File: src/rtl/fifo_avalon_reader_pkg.sv
// Shared register map, bit positions and settle-FSM encoding for the Avalon FIFO reader.
package fifo_avalon_reader_pkg;

  localparam logic [1:0] REG_DATA   = 2'd0;
  localparam logic [1:0] REG_STATUS = 2'd1;
  localparam logic [1:0] REG_CTRL   = 2'd2;
  localparam logic [1:0] REG_POPCNT = 2'd3;

  localparam int unsigned STATUS_EMPTY_BIT     = 0;
  localparam int unsigned STATUS_FULL_BIT      = 1;
  localparam int unsigned STATUS_UNDERFLOW_BIT = 2;
  localparam int unsigned STATUS_READY_BIT     = 3;

  localparam int unsigned CTRL_IRQ_EN_BIT = 0;
  localparam int unsigned CTRL_CLR_UF_BIT = 1;

  localparam int unsigned DATA_VALID_BIT = 31;

  typedef enum logic [1:0] {
    StEmpty  = 2'd0,
    StSettle = 2'd1,
    StReady  = 2'd2
  } settle_state_e;

endpackage

File: src/rtl/fifo_avalon_reader_if.sv
// Avalon-MM slave bus plus FIFO pop port and interrupt of the FIFO reader.
interface fifo_avalon_reader_if #(
  parameter int unsigned DATA_WIDTH = 8
);
  logic                  avs_chipselect;
  logic [1:0]            avs_address;
  logic                  avs_read;
  logic                  avs_write;
  logic [31:0]           avs_writedata;
  logic [31:0]           avs_readdata;
  logic                  avs_waitrequest;
  logic                  fifo_rd;
  logic [DATA_WIDTH-1:0] fifo_r_data;
  logic                  fifo_empty;
  logic                  fifo_full;
  logic                  irq;

  // View of the reader block itself.
  modport slave (
    input  avs_chipselect, avs_address, avs_read, avs_write, avs_writedata,
    input  fifo_r_data, fifo_empty, fifo_full,
    output avs_readdata, avs_waitrequest, fifo_rd, irq
  );

  // View of the surrounding system (Nios II master and FIFO).
  modport master (
    output avs_chipselect, avs_address, avs_read, avs_write, avs_writedata,
    output fifo_r_data, fifo_empty, fifo_full,
    input  avs_readdata, avs_waitrequest, fifo_rd, irq
  );
endinterface

File: src/rtl/fifo_avalon_reader.sv
// Avalon-MM slave draining a first-word-fall-through FIFO: DATA/STATUS/CTRL/POPCNT registers,
// empty-exit settle guard, sticky underflow and a level interrupt.
module fifo_avalon_reader
  import fifo_avalon_reader_pkg::*;
#(
  parameter int unsigned DATA_WIDTH = 8,
  parameter int unsigned CNT_WIDTH  = 16
) (
  input logic                  clk,
  input logic                  reset_n,
  fifo_avalon_reader_if.slave  bus
);

  settle_state_e        state_q, state_d;
  logic [31:0]          readdata_q, readdata_d;
  logic                 underflow_q, underflow_d;
  logic                 irq_en_q, irq_en_d;
  logic [CNT_WIDTH-1:0] popcnt_q, popcnt_d;
  logic                 irq_q, irq_d;

  logic        rd_sel, data_rd, head_ok, waitrequest, accept, pop, wr_en;
  logic [31:0] data_word, status_word, ctrl_word, cnt_word;
  logic        unused_wd;

  assign unused_wd = ^bus.avs_writedata[31:2];

  always_comb begin
    state_d = state_q;
    case (state_q)
      StEmpty:  if (!bus.fifo_empty) state_d = StSettle;
      StSettle: state_d = bus.fifo_empty ? StEmpty : StReady;
      StReady:  if (bus.fifo_empty) state_d = StEmpty;
      default:  state_d = StEmpty;
    endcase
  end

  assign rd_sel      = bus.avs_chipselect & bus.avs_read;
  assign data_rd     = rd_sel & (bus.avs_address == REG_DATA);
  // The head is only trusted while still non-empty: after the last pop the FSM lags a cycle.
  assign head_ok     = (state_q == StReady) & ~bus.fifo_empty;
  assign waitrequest = data_rd & (state_q == StSettle);
  assign accept      = rd_sel & ~waitrequest;
  assign pop         = data_rd & head_ok;
  assign wr_en       = bus.avs_chipselect & bus.avs_write & ~bus.avs_read;

  always_comb begin
    data_word                              = '0;
    data_word[DATA_WIDTH-1:0]              = bus.fifo_r_data;
    data_word[DATA_VALID_BIT]              = 1'b1;
    status_word                            = '0;
    status_word[STATUS_EMPTY_BIT]          = bus.fifo_empty;
    status_word[STATUS_FULL_BIT]           = bus.fifo_full;
    status_word[STATUS_UNDERFLOW_BIT]      = underflow_q;
    status_word[STATUS_READY_BIT]          = (state_q == StReady);
    ctrl_word                              = '0;
    ctrl_word[CTRL_IRQ_EN_BIT]             = irq_en_q;
    cnt_word                               = '0;
    cnt_word[CNT_WIDTH-1:0]                = popcnt_q;
  end

  always_comb begin
    readdata_d = readdata_q;
    if (accept) begin
      unique case (bus.avs_address)
        REG_DATA:   readdata_d = head_ok ? data_word : '0;
        REG_STATUS: readdata_d = status_word;
        REG_CTRL:   readdata_d = ctrl_word;
        REG_POPCNT: readdata_d = cnt_word;
        default:    readdata_d = '0;
      endcase
    end
  end

  always_comb begin
    underflow_d = underflow_q;
    irq_en_d    = irq_en_q;
    popcnt_d    = popcnt_q;
    if (pop) popcnt_d = popcnt_q + CNT_WIDTH'(1);
    if (wr_en && bus.avs_address == REG_CTRL) begin
      irq_en_d = bus.avs_writedata[CTRL_IRQ_EN_BIT];
      if (bus.avs_writedata[CTRL_CLR_UF_BIT]) underflow_d = 1'b0;
    end
    if (wr_en && bus.avs_address == REG_POPCNT) popcnt_d = '0;
    // Set after clear so a simultaneous underflow event wins.
    if (data_rd && accept && !head_ok) underflow_d = 1'b1;
    irq_d = irq_en_q & ~bus.fifo_empty;
  end

  always_ff @(posedge clk or negedge reset_n) begin
    if (!reset_n) begin
      state_q     <= StEmpty;
      readdata_q  <= '0;
      underflow_q <= 1'b0;
      irq_en_q    <= 1'b0;
      popcnt_q    <= '0;
      irq_q       <= 1'b0;
    end else begin
      state_q     <= state_d;
      readdata_q  <= readdata_d;
      underflow_q <= underflow_d;
      irq_en_q    <= irq_en_d;
      popcnt_q    <= popcnt_d;
      irq_q       <= irq_d;
    end
  end

  assign bus.avs_readdata    = readdata_q;
  assign bus.avs_waitrequest = waitrequest;
  assign bus.fifo_rd         = pop;
  assign bus.irq             = irq_q;

endmodule

File: src/flat_wrapper.sv
// flat-port wrapper written by rule: the top's interface ports become plain ports
module fifo_avalon_reader_flat import fifo_avalon_reader_pkg::*;
#(
  parameter int unsigned DATA_WIDTH = 8,
  parameter int unsigned CNT_WIDTH  = 16
)
  (clk, reset_n, bus_avs_chipselect, bus_avs_address, bus_avs_read, bus_avs_write, bus_avs_writedata, bus_fifo_r_data, bus_fifo_empty, bus_fifo_full, bus_avs_readdata, bus_avs_waitrequest, bus_fifo_rd, bus_irq);
  fifo_avalon_reader_if #(.DATA_WIDTH(DATA_WIDTH)) bus_i ();
  input logic clk;
  input logic reset_n;
  input wire logic [$bits(bus_i.avs_chipselect)-1:0] bus_avs_chipselect;
  input wire logic [$bits(bus_i.avs_address)-1:0] bus_avs_address;
  input wire logic [$bits(bus_i.avs_read)-1:0] bus_avs_read;
  input wire logic [$bits(bus_i.avs_write)-1:0] bus_avs_write;
  input wire logic [$bits(bus_i.avs_writedata)-1:0] bus_avs_writedata;
  input wire logic [$bits(bus_i.fifo_r_data)-1:0] bus_fifo_r_data;
  input wire logic [$bits(bus_i.fifo_empty)-1:0] bus_fifo_empty;
  input wire logic [$bits(bus_i.fifo_full)-1:0] bus_fifo_full;
  output wire logic [$bits(bus_i.avs_readdata)-1:0] bus_avs_readdata;
  output wire logic [$bits(bus_i.avs_waitrequest)-1:0] bus_avs_waitrequest;
  output wire logic [$bits(bus_i.fifo_rd)-1:0] bus_fifo_rd;
  output wire logic [$bits(bus_i.irq)-1:0] bus_irq;
  assign bus_i.avs_chipselect = bus_avs_chipselect;
  assign bus_i.avs_address = bus_avs_address;
  assign bus_i.avs_read = bus_avs_read;
  assign bus_i.avs_write = bus_avs_write;
  assign bus_i.avs_writedata = bus_avs_writedata;
  assign bus_i.fifo_r_data = bus_fifo_r_data;
  assign bus_i.fifo_empty = bus_fifo_empty;
  assign bus_i.fifo_full = bus_fifo_full;
  assign bus_avs_readdata = bus_i.avs_readdata;
  assign bus_avs_waitrequest = bus_i.avs_waitrequest;
  assign bus_fifo_rd = bus_i.fifo_rd;
  assign bus_irq = bus_i.irq;
  fifo_avalon_reader #(.DATA_WIDTH(DATA_WIDTH), .CNT_WIDTH(CNT_WIDTH)) u_core (.clk(clk), .reset_n(reset_n), .bus(bus_i));
endmodule
File: config.mk
export PLATFORM = sky130hd
export DESIGN_NAME = fifo_avalon_reader_flat
export DESIGN_NICKNAME = d
export VERILOG_FILES = /design/src/rtl/fifo_avalon_reader_pkg.sv /design/src/rtl/fifo_avalon_reader_if.sv /design/src/rtl/fifo_avalon_reader.sv /design/src/flat_wrapper.sv
export SDC_FILE = /design/constraint.sdc
export NUM_CORES = 1
export LEC_CHECK = 0
export ABC_AREA = 1
export CORE_ASPECT_RATIO = 1.4
export CORE_MARGIN = 3
export CORE_UTILIZATION = 30
export CTS_BUF_LIST = sky130_fd_sc_hd__clkbuf_8
export DETAILED_ROUTE_END_ITERATION = 8
export GPL_TIMING_DRIVEN = 0
export PLACE_DENSITY_LB_ADDON = 0.1
export SYNTH_ARGS = -nofsm -noshare
export SYNTH_HDL_FRONTEND = slang
export SYNTH_SLANG_ARGS = --single-unit
File: constraint.sdc
create_clock -name clk -period 1.4 [get_ports clk]
set_clock_uncertainty 0.1 [all_clocks]
set_input_delay 0.14 -clock clk [delete_from_list [all_inputs] [get_ports clk]]
set_output_delay 0.14 -clock clk [all_outputs]
set_load 0.02 [all_outputs]
==> impl_metrics.py <==
metrics = {
    "clock_network": {
        "cts_sinks": 38,
        "worstSkewPairLatency_ns": 0.29,
        "cts.htree.levels": 2,
        "cts_max_path_buffers": 2,
        "clk_pin_slew_ns": 0.08,
        "root_buffer": "clkbuf_8",
        "cts_tree": "built",
        "numCtsBuffers": 5,
    },
    "worst_setup_path": {
        "r2r_start": "u_core.popcnt_q[1]",
        "crit_top_cell": "buf_6",
        "slowest_delay_ns": 0.42,
        "worstSetupStartpointType": "flip-flop",
        "worstPathRequired_ns": 1.16,
        "crit_fanout": 3,
        "worstSetupPathType": "reg -> out",
        "reg2reg_depth": 8,
        "end_kind": "primary output",
        "reg2reg_slack_ns": -0.01,
        "arrival_ns": 1.24,
        "worstPathCellList": "nor2_2 > nand2_2 > nor2_4 > buf_6 > buf_6",
        "cp_top_family": "flip-flops",
        "cp.buffers_inverters": 2,
        "slowest_stage": "dfrtp_1",
        "rr_endpoint": "u_core.popcnt_q[12]",
    },
    "placement": {
        "dpl.hpwl_microns": 4030,
        "dpl_worst_slack_ns": -0.810,
        "placed_cell_area_sq_mm": 0.00266,
        "numPortBuffers": 37,
        "place.gp.congestion": 0.846,
    },
    "yosys": {
        "syn_avg_cell_area_sq_um": 7.76,
        "netlist_instances": 271,
        "yosysSeqAreaShare_pct": 45.2,
        "yosysTopAreaCell": "dfrtp_1",
        "synth_area_leaders": "dfrtp_1, nand2_1, nor2_1",
        "ys.warnings.count": 0,
        "synth-seq-cells": 38,
        "synth_top_area_share_pct": 45.2,
        "syn_area_sq_mm": 0.00210,
        "synth.distinct_cells": 26,
    },
    "layout": {
        "fin_util_pct": 45.7,
        "diodes": 0,
        "drive_above_1_share_pct": 31.5,
        "area_growth_pct": 45.6,
        "fillCellCount": 686,
        "layout.nets": 398,
        "stdcell_area_sq_mm": 0.00306,
    },
    "floorplan": {
        "die_h_microns": 105,
        "start_util_pct": 31.4,
        "fp-row-count": 35,
        "pin_count": 84,
        "die_w_microns": 76.8,
        "dieArea_sq_mm": 0.00807,
        "core_area_sq_mm": 0.00670,
    },
    "power": {
        "p_per_area_mw_per_mm2": 948,
        "power_leakage_nw": 1.50,
        "peakVddDrop_uv": 511,
    },
    "min_path": {
        "min_from": "bus_avs_address[0]",
        "hold_depth": 4,
        "hold_class": "in -> reg",
        "worstHoldEndpoint": "u_core.underflow_q",
    },
    "global_route": {
        "antenna_found_initial": 0,
        "first_global_vias": 1944,
        "grt_pass1_wl_microns": 9070,
        "grt_max_degree": 28,
        "grt.total_usage_pct": 14.2,
        "overflow": 0,
    },
    "timing": {
        "rsz0062_at_grt": "true",
        "drv_slew": 0,
        "setup_viol": 4,
        "fmax_mhz": 674,
        "fin_ws_ns": -0.0836,
        "finalHoldViolations": 0,
        "fin_crit_ns": 1.48,
        "fin_setup_tns_ns": -0.146,
        "worst_hold_slack_ns": 0.154,
        "period_share_pct": 106,
    },
    "job": {
        "max_cap_violations": 0,
    },
    "routing": {
        "wl_met1_microns": 2250,
        "met2_wirelength_microns": 2950,
        "via_count": 1958,
        "dr.pass1.iters": 4,
        "wire_per_inst_microns": 12.6,
        "route.met3.wl_microns": 136,
        "drtAntennaViolNets": 0,
        "top_layer": "met4",
        "drc": 0,
        "via_per_inst": 4.44,
        "wirelength_microns": 5540,
        "drtIter0Drc": 87,
    },
    "run_status": {
        "status": "complete, but fails checks",
        "violations": "negative setup slack",
    },
}
## cell usage in the layout (no fill, tap or decap), types with 3 or more instances in the layout
| cell | instances |
|---|---|
| clkbuf_8 | 5 |
| o21ai_1 | 5 |
| inv_2 | 8 |
| buf_6 | 7 |
| nand2_4 | 4 |
| dfrtp_1 | 35 |
| nor2_4 | 8 |
| a21oi_1 | 8 |
| dfrtp_2 | 3 |
| conb_1 | 15 |
| nor2_1 | 21 |
| nand4_1 | 6 |
| buf_4 | 31 |
| nand2_1 | 63 |
| dlygate4sd2_1 | 20 |
| o21ai_0 | 14 |
| inv_1 | 19 |
| nor2_2 | 10 |
| clkdlybuf4s50_1 | 14 |
| nand2_2 | 14 |
| nand3_1 | 11 |
## registers in the layout (all words and copies together) (netlist names)
name and count:
u_core.irq_en_q 1, u_core.bus.avs_readdata 17, u_core.state_q 2, u_core.bus.irq 1, u_core.underflow_q 1, u_core.popcnt_q 16
## synth_stat cells
master    instances
a21oi_1           9
a21oi_2           2
a22o_1            1
a22oi_1           2
a22oi_2           1
buf_2             2
buf_4            15
buf_6             3
conb_1            1
dfrtp_1          38
ha_1              1
inv_1            24
inv_2             4
nand2_1          72
nand2_2           8
nand2_4           2
nand3_1          14
nand4_1           6
nor2_1           32
nor2_2            3
nor2_4            4
nor3_1            4
o211ai_1          1
o21ai_0          20
o22ai_1           1
o31ai_1           1
## kinds of logic (layout without fill, tap and decap cells)
kind of cell / count (synthesis) / in the layout / synth area share [%]
and+or+nand+nor: 145 / 145 / 31.1
buffers and inverters: 48 / 112 / 12.4
AOI/OAI and AO/OA: 38 / 38 / 10.5
DFF: 38 / 38 / 45.2
adders and majority gates: 1 / 1 / 0.595
other: 1 / 15 / 0.178
## worst max-delay path by stage
stage,startpoint,to,slack [ns],depth (start not counted)
floorplan,u_core.popcnt_q[0],u_core.popcnt_q[8],0.1,7
global placement,reset_n,u_core.bus.avs_readdata[3],-0.98,1
detailed placement,bus_fifo_empty,bus_fifo_rd,-0.81,6
CTS,u_core.state_q[0],bus_fifo_rd,-0.1,5
global route,u_core.state_q[0],bus_fifo_rd,-0.15,5
finish,u_core.state_q[0],bus_fifo_rd,-0.08,5
## report_power, final
| part | internal [W] | leakage (nW) | switching [W] |
|---|---|---|---|
| Sequential | 0.00122 | 0.499 | 0.000106 |
| Clock | 0.000525 | 0.0579 | 0.000415 |
| Combinational | 0.000273 | 0.945 | 0.000361 |
| Total | 0.00202 | 1.50 | 0.000882 |
## worst reg2reg max path: stages, from the launching register on
cell and delay, ns:
dfrtp_1 0.38, ha_2 0.20, inv_2 0.05, nor2_4 0.21
buf_6 0.14, nand3_2 0.06, nand2_1 0.08, nand4_1 0.08
nand2_1 0.07
## per-layer routing
layer / up-vias / track usage [%]
met2: 38 / 25.7
met5: - / 0
met1: 916 / 15.6
met3: 12 / 2.16
met4: 0 / 7.64
li1: 992 / -
## area by class of cell
| cell class | count | area, sq um | area share, % |
|---|---|---|---|
| clock inverter | 3 | 40.0 | 1.31 |
| inverter | 28 | 109 | 3.55 |
| tap | 92 | 115 | 3.76 |
| multi-input combinational | 199 | 1110 | 36.1 |
| sequential | 38 | 955 | 31.2 |
| buffer | 20 | 161 | 5.27 |
| timing repair buffer | 56 | 508 | 16.6 |
| clock buffer | 5 | 68.8 | 2.25 |
## metrics by stage
step	power, W	cells
after global routing	0.00307	441
final	0.00290	441
after floorplan	0.00167	285
after global placement	0.00191	414
after CTS	0.00287	431
after detailed placement	0.00192	415
## repair_timing
action | CTS | global route
buffers inserted | 7 | 11
hold endpoints to repair | 38 | 0
hold buffers | 1 | 0
gates resized for setup | 47 | 46
pin swaps | 10 | 15
setup endpoints to repair | 42 | 35
(Power assumes the default switching activity.)
